[config.mk]
export PLATFORM = sky130hd
export DESIGN_NAME = mul_pipe_ctrl
export DESIGN_NICKNAME = d
export VERILOG_FILES = /design/src/rtl/mul_pkg.sv /design/src/rtl/mul_stage_slot.sv /design/src/rtl/mul_pipe_ctrl.sv
export SDC_FILE = /design/constraint.sdc
export NUM_CORES = 1
export LEC_CHECK = 0
export ABC_AREA = 1
export BUFFER_PORTS_ARGS = -buffer_cell sky130_fd_sc_hd__buf_4
export CORE_MARGIN = 2
export CORE_UTILIZATION = 51
export CTS_CLUSTER_SIZE = 10
export DETAILED_ROUTE_END_ITERATION = 6
export PLACE_DENSITY_LB_ADDON = 0.3
export SLEW_MARGIN = 30
export SYNTH_ARGS = -nofsm -noshare
export SYNTH_HDL_FRONTEND = slang
export SYNTH_SLANG_ARGS = --single-unit
[constraint.sdc]
create_clock -name clk -period 3.4 [get_ports clk]
set_input_delay 0.68 -clock clk [delete_from_list [all_inputs] [get_ports clk]]
set_output_delay 0.68 -clock clk [all_outputs]
set_load 0.02 [all_outputs]
[src/rtl/mul_pkg.sv]
// Shared constants for the multiply functional unit: operand/tag widths and the
// default pipeline depth used by the Wallace datapath and the reservation station.
package mul_pkg;

   localparam int MUL_DATA_W = 32;
   localparam int MUL_TAG_W  = 4;
   localparam int MUL_STAGES = 3;

endpackage

[src/rtl/mul_stage_slot.sv]
// One pipeline slot of the multiply controller: valid bit plus reservation-station
// tag, loaded on enable, drained when the slot advances empty, cleared by flush.
module mul_stage_slot
   import mul_pkg::*;
#(
   parameter int TAG_W = MUL_TAG_W
) (
   input  logic             clk,
   input  logic             rst_n,
   input  logic             flush,
   input  logic             adv,
   input  logic             en,
   input  logic [TAG_W-1:0] tag_in,
   output logic             v,
   output logic [TAG_W-1:0] tag
);

   always_ff @(posedge clk or negedge rst_n) begin
      if (!rst_n) begin
         v   <= 1'b0;
         tag <= '0;
      end else begin
         if (en)
            tag <= tag_in;
         // Advancing without a load means the predecessor was empty: the slot drains.
         if (flush)
            v <= 1'b0;
         else if (en)
            v <= 1'b1;
         else if (adv)
            v <= 1'b0;
      end
   end

endmodule

[src/rtl/mul_pipe_ctrl.sv]
// Pipeline controller for the Wallace-tree multiplier: registers operands, drives
// per-stage load enables, tracks tags and holds the final result until CDB grant.
module mul_pipe_ctrl
   import mul_pkg::*;
#(
   parameter int STAGES = MUL_STAGES,
   parameter int DATA_W = MUL_DATA_W,
   parameter int TAG_W  = MUL_TAG_W,
   localparam int INF_W = $clog2(STAGES + 1)
) (
   input  logic              clk,
   input  logic              rst_n,
   input  logic              issue_valid,
   output logic              issue_ready,
   input  logic [TAG_W-1:0]  issue_tag,
   input  logic [DATA_W-1:0] issue_a,
   input  logic [DATA_W-1:0] issue_b,
   output logic [DATA_W-1:0] mul_a,
   output logic [DATA_W-1:0] mul_b,
   output logic [STAGES-1:0] stg_en,
   output logic              cdb_req,
   output logic [TAG_W-1:0]  cdb_tag,
   input  logic              cdb_grant,
   input  logic              flush,
   output logic              busy,
   output logic [INF_W-1:0]  inflight
);

   // Handshakes: issue transfers on issue_valid & issue_ready; the station holds its
   // request while ready is low. A result retires on cdb_req & cdb_grant, and grant
   // is only meaningful while cdb_req is high.

   logic [STAGES-1:0] v;
   logic [STAGES-1:0] adv;
   logic [TAG_W-1:0]  tag_q [STAGES];
   logic              ret;
   logic              issue_fire;
   logic              all_full;
   logic [INF_W-1:0]  inflight_nxt;

   // A stage may advance when any stage at or after it is empty, or the final stage
   // retires; written as a reduction so the ripple has no combinational self-loop.
   always_comb begin
      ret      = v[STAGES-1] & cdb_grant;
      all_full = 1'b1;
      adv      = '0;
      for (int k = 0; k < STAGES; k++) begin
         all_full = 1'b1;
         for (int j = k; j < STAGES; j++)
            all_full = all_full & v[j];
         adv[k] = ~all_full | ret;
      end
   end

   assign issue_ready = adv[0] & ~flush;
   assign issue_fire  = issue_valid & issue_ready;

   genvar g;
   generate
      for (g = 0; g < STAGES; g++) begin : g_slot
         logic [TAG_W-1:0] slot_tag_in;
         if (g == 0) begin : g_head
            assign stg_en[g]   = adv[g] & issue_fire;
            assign slot_tag_in = issue_tag;
         end else begin : g_body
            assign stg_en[g]   = adv[g] & v[g-1];
            assign slot_tag_in = tag_q[g-1];
         end

         mul_stage_slot #(
            .TAG_W (TAG_W)
         ) u_slot (
            .clk    (clk),
            .rst_n  (rst_n),
            .flush  (flush),
            .adv    (adv[g]),
            .en     (stg_en[g]),
            .tag_in (slot_tag_in),
            .v      (v[g]),
            .tag    (tag_q[g])
         );
      end
   endgenerate

   always_ff @(posedge clk or negedge rst_n) begin
      if (!rst_n) begin
         mul_a <= '0;
         mul_b <= '0;
      end else if (stg_en[0]) begin
         mul_a <= issue_a;
         mul_b <= issue_b;
      end
   end

   always_comb begin
      inflight_nxt = inflight + INF_W'(issue_fire) - INF_W'(ret);
      if (flush)
         inflight_nxt = '0;
   end

   always_ff @(posedge clk or negedge rst_n) begin
      if (!rst_n)
         inflight <= '0;
      else
         inflight <= inflight_nxt;
   end

   assign cdb_req = v[STAGES-1];
   assign cdb_tag = tag_q[STAGES-1];
   assign busy    = |v;

endmodule

## Word level (Yosys, flattened, before mapping)

Cells that the tools add are included.

- Memories: 0
- Input port bits: 73
- Bits in latches: 0
- Memory bits (read-only): 0
- Memory bits (writable): 0
- Bits in registers: 81

- Multipliers: 0
- Add/subtract/negate cells: 2
- Div/mod/pow operators: 0
- Reductions and logical operators: 4
- Shift operators: 0
- $lt $le $gt $ge: 0
- Mux-type cells: 10
- Equal/unequal tests: 0
- Bitwise operators: 16

Operator list:

| kind | count |
|---|---|
| $and A1 B1 Y1 | 9 |
| $mux W1 | 9 |
| $reduce_bool A3 Y1 | 3 |
| $not A1 Y1 | 4 |
| $or A1 B1 Y1 | 3 |
| $reduce_or A3 Y1 | 1 |
| $add A2 B1 Y2 | 1 |
| $mux W2 | 1 |
| $sub A2 B1 Y2 | 1 |

## Logic depth before layout (Yosys ltp)

- Word-level depth: 9
- Gate-level depth with buffers: 10

## Hierarchy

A second synthesis with hierarchy kept.

- Cell total of the unflattened synthesis: 379
- Area total of the unflattened synthesis: 3392.0 um2

By module, submodules not included:

| module | times used | cells each | seq. area each (um2) | area an instance (um2) |
|---|---|---|---|---|
| mul_pipe_ctrl | 1 | 316 | 1651.6 | 2821.5 |
| mul_stage_slot | 3 | 21 | 125.1 | 190.2 |

## Worst setup path before layout

OpenSTA, ideal clock, no wires.

- Kind: input to output
- Start: input port cdb_grant
- End: output port issue_ready
- Stages: 5
- Data arrival time: 1.455 ns
- Path slack: 1.265 ns
- Cell sequence: inv_1 > nand4_4 > clkbuf_1 > inv_1 > nor2_1

- Word-level cells in the longest chain between the ends: 3

RTL lines:

| item | RTL line | RTL |
|---|---|---|
| start: declaration | mul_pipe_ctrl.sv:23 | `input logic cdb_grant,` |
| $and A1 B1 Y1 | mul_pipe_ctrl.sv:44 | `ret = v[STAGES-1] & cdb_grant;` |
| $or A1 B1 Y1 | mul_pipe_ctrl.sv:51 | `adv[k] = ~all_full \| ret;` |
| $and A1 B1 Y1 | mul_pipe_ctrl.sv:55 | `assign issue_ready = adv[0] & ~flush;` |
| end: declaration | mul_pipe_ctrl.sv:14 | `output logic issue_ready,` |

No other way between the ends.

## Worst setup path in the final report

Same ends and word-level chain as after synthesis.

==> out/qor_table.md <==
| Item | Value | Unit |
| --- | --- | --- |
| Layout overhead on the synthesized area | 38.57 | % |
| Pin count of the biggest net entering global routing | 71 | - |
| Arrival @ worst endpoint | 1.83 | ns |
| Overall routed net length | 8505 | um |
| Fraction of synthesis flops using an asynchronous set or reset pin | 100.0 | % |
| Total number of clock tree sinks | 81 | - |
| Final #Nets | 579 | - |
| Crit Reg-Reg Startpoint | g_slot[2].u_slot.v$_DFFE_PN0P_ | - |
| Capture instance of the worst register-to-register path | inflight[1]$_DFF_PN0_ | - |
| Avg Inst Size Synth | 9.095 | um^2 |
| # diodes | 0 | - |
| Global-route wire length before repair | 13610 | um |
| Max-slew violation count | 0 | - |
| Antenna violations before repair | 0 | - |
| Site Rows | 29 | - |
| Relative contribution of the clock network to total power | 29.7 | % |
| Fraction of synthesized cell area taken by the top area cell type | 59.91 | % |
| Leading cell types by total area after synthesis | dfrtp_1 60%, nand2_1 19%, nand4_1 13% | - |
| Share of synthesized area occupied by flip-flops and latches | 59.91 | % |
| Run status | complete, no violations | - |
| Largest voltage drop on the vdd net | 0.0003681 | V |
| Critical path data required time | 2.72 | ns |
| Part of the total power dissipated in combinational logic | 23.5 | % |
| Drt via density | 5.289 | - |
| Worst Skew | 0.008535 | ns |
| Flop2flop setup slack | 1.28 | ns |
| Largest fanout of any net on the critical path | 70 | - |
| Power Internal | 1.771 | mW |
| Die height | 85.45 | um |
| Period minus WS final | 2.511 | ns |
| Htree depth | 3 | - |
| Number of buffers added by the clock tree synthesis step | 9 | - |
| Count of flip-flops with a built-in enable after synthesis | 0 | - |
| Post-CTS Setup Inserts | 0 | - |
| GRT Util Overall | 23.47 | % |
| Worst slew pin tran | 0.7109 | ns |
| Part of the total power dissipated in sequential elements | 46.8 | % |
| Total via count in the routed design | 3094 | - |
| TritonRoute pass-1 iters | 5 | - |
| Min-delay worst type | input pin to async pin | - |
| Max-capacitance violation count | 0 | - |
| Critical path class | input pin to primary output | - |
| Critical path endpoint category | primary output | - |
| CTS tree | done | - |
| Net Sw Frac | 28.81 | % |
| Final RePlAce weighted congestion | 0.7748 | - |
| Cells resized by post-CTS repair | 0 | - |
| Top-Level Pins | 149 | - |
| Setup crit start | cdb_grant | - |
| Area of the mapped netlist | 3383 | um^2 |
| NetSw | 716.8 | uW |
| Number of buffers on the longest clock path | 2 | - |
| Fmax | 398.2 | MHz |
| Flip-flop and latch count after synthesis | 81 | - |
| Top flip-flop cell by instance count after synthesis | dfrtp_1 | - |
| Number of instances in the placed design | 570 | - |
| Largest area contributor in the netlist | dfrtp_1 | - |
| Hold_ws | 0.3561 | ns |
| Clock network latency to the later pin of the worst-skew pair | 0.33 | ns |
| Commonest cells in the synthesized netlist | 167 x nand2_1, 81 x dfrtp_1, 68 x nand4_1 | - |
| Final setup viols | 0 | - |
| Floorplan die area | 7302 | um^2 |
| Critical Path End | issue_ready | - |
| Number of warnings reported in the yosys synthesis log | 0 | - |
| Clock root buffer | clkbuf_8 | - |
| Setup repair after global routing missed its margin | false | - |
| Static Leak | 2.644 | nW |
| Via count of the first global-routing pass | 2983 | - |
| Initial core utilization | 52.98 | % |
| Number of DRC markers in iteration 0 | 263 | - |
| Post-route fraction of the period consumed by the critical path | 73.86 | % |
| Clock transition at path regs | 0.08 | ns |
| Worst setup SP type | input pin | - |
| DP HPWL | 5573 | um |
| Post-DR wirelength/cell | 14.54 | um |
| Post-placement worst setup slack | 0.8918 | ns |
| Cts hold-fix bufs | 0 | - |
| Instance area after placement | 4478 | um^2 |
| Number of instances in the synthesized netlist | 372 | - |
| Max-slew headroom at the worst pin | 52.60 | % |
| Core Box Area | 6386 | um^2 |
| Remaining number of nets flagged by the antenna check after routing | 0 | - |
| Width of the die | 85.45 | um |
| Register-to-Register Path Depth | 8 | - |
| Dominant cell by count in the synthesized netlist | nand2_1 | - |
| Non-filler instance count after layout | 585 | - |
| Synth cell types | 17 | - |
| Cell Pwr Density | 530.7 | nW/um^2 |
| Count of final hold-check violations | 0 | - |
| Fin area | 4688 | um^2 |
| Number of remaining DRC errors | 0 | - |
| Total of buffers placed on input and output ports | 148 | - |
| Total nets after synthesis | 447 | - |
| Total overflow reported by the global router | 0 | - |
| Fraction of final layout cells with drive strength greater than 1 | 33.27 | % |
| Total negative slack | 0 | ns |
| Smallest setup slack after layout | 0.8888 | ns |
## kinds of logic (layout without fill, tap and decap cells)
group           Yosys count  count (layout)  share of synthesized area, %
simple gates            243             243                         32.73
buf+inv                  42             178                         5.917
xor+xnor                  1               1                        0.2589
compound gates            3               3                        0.4437
fa+ha+maj                 2               2                        0.7395
flops                    81              81                         59.91
## worst min path at each step
stage,startpoint,endpoint,slack (ns),cells past startpoint
finish,rst_n,mul_a[6]$_DFFE_PN0P_,0.36,1
global route,rst_n,mul_a[5]$_DFFE_PN0P_,0.39,1
CTS,rst_n,mul_a[5]$_DFFE_PN0P_,0.37,1
detailed placement,g_slot[1].u_slot.tag[3]$_DFFE_PN0P_,g_slot[2].u_slot.tag[3]$_DFFE_PN0P_,0.45,2
global placement,mul_a[7]$_DFFE_PN0P_,mul_a[7]$_DFFE_PN0P_,0.46,2
floorplan,rst_n,g_slot[0].u_slot.tag[0]$_DFFE_PN0P_,0.38,0
## worst max-delay path, stage by stage
cell	delay [ns]
buf_4	0.09
inv_1	0.07
nand4_4	0.08
buf_4	0.57
inv_1	0.08
nor2_1	0.11
buf_4	0.15
## layout by cell type (no fill, tap or decap), types with 2 or more instances in the layout
cell	synthesis	layout
inv_1	9	9
ha_1	2	2
bufinv_16	0	2
clkbuf_1	10	2
buf_4	9	152
a21oi_1	2	2
nand2_1	167	167
clkbuf_8	0	10
nand4_1	68	68
nor2_1	5	5
dfrtp_1	81	81
## state kept, by name, indices dropped and copies added, names as in the netlist
register           count
mul_a                 32
mul_b                 32
g_slot.u_slot.v        3
inflight               2
g_slot.u_slot.tag     12
## per-stage QoR
stage	util [%]	power, mW
after global routing	73.41	2.610
final	73.41	2.488
after global placement	69.81	1.752
after floorplan	-	1.462
after CTS	73.41	2.519
after detailed placement	70.12	1.770
## layout make-up
| class | instances | area, um^2 |
|---|---|---|
| sequential | 81 | 2027 |
| tap | 77 | 96.34 |
| inverter | 10 | 37.54 |
| clock inverter | 3 | 65.06 |
| multi-input combinational | 249 | 1156 |
| fill | 499 | 1698 |
| timing repair buffer | 153 | 1161 |
| clock buffer | 12 | 145.1 |
## power by group through the flow
stage	clock network [mW]	registers, mW	logic [mW]
after floorplan	0	1.30	0.157
after global placement	0	1.18	0.576
after detailed placement	0	1.18	0.591
after CTS	0.764	1.16	0.592
after global routing	0.799	1.18	0.633
final	0.739	1.16	0.586
## per-layer routing
layer / wire [um] / global-route usage (%) / vias up
li1: - / - / 1500
met1: 3627 / 29.79 / 1475
met2: 4184 / 40.06 / 115
met3: 633 / 4.669 / 4
met4: 60 / 8.514 / 0
met5: 0 / 0 / -
Power figures use the tool's default switching activity.
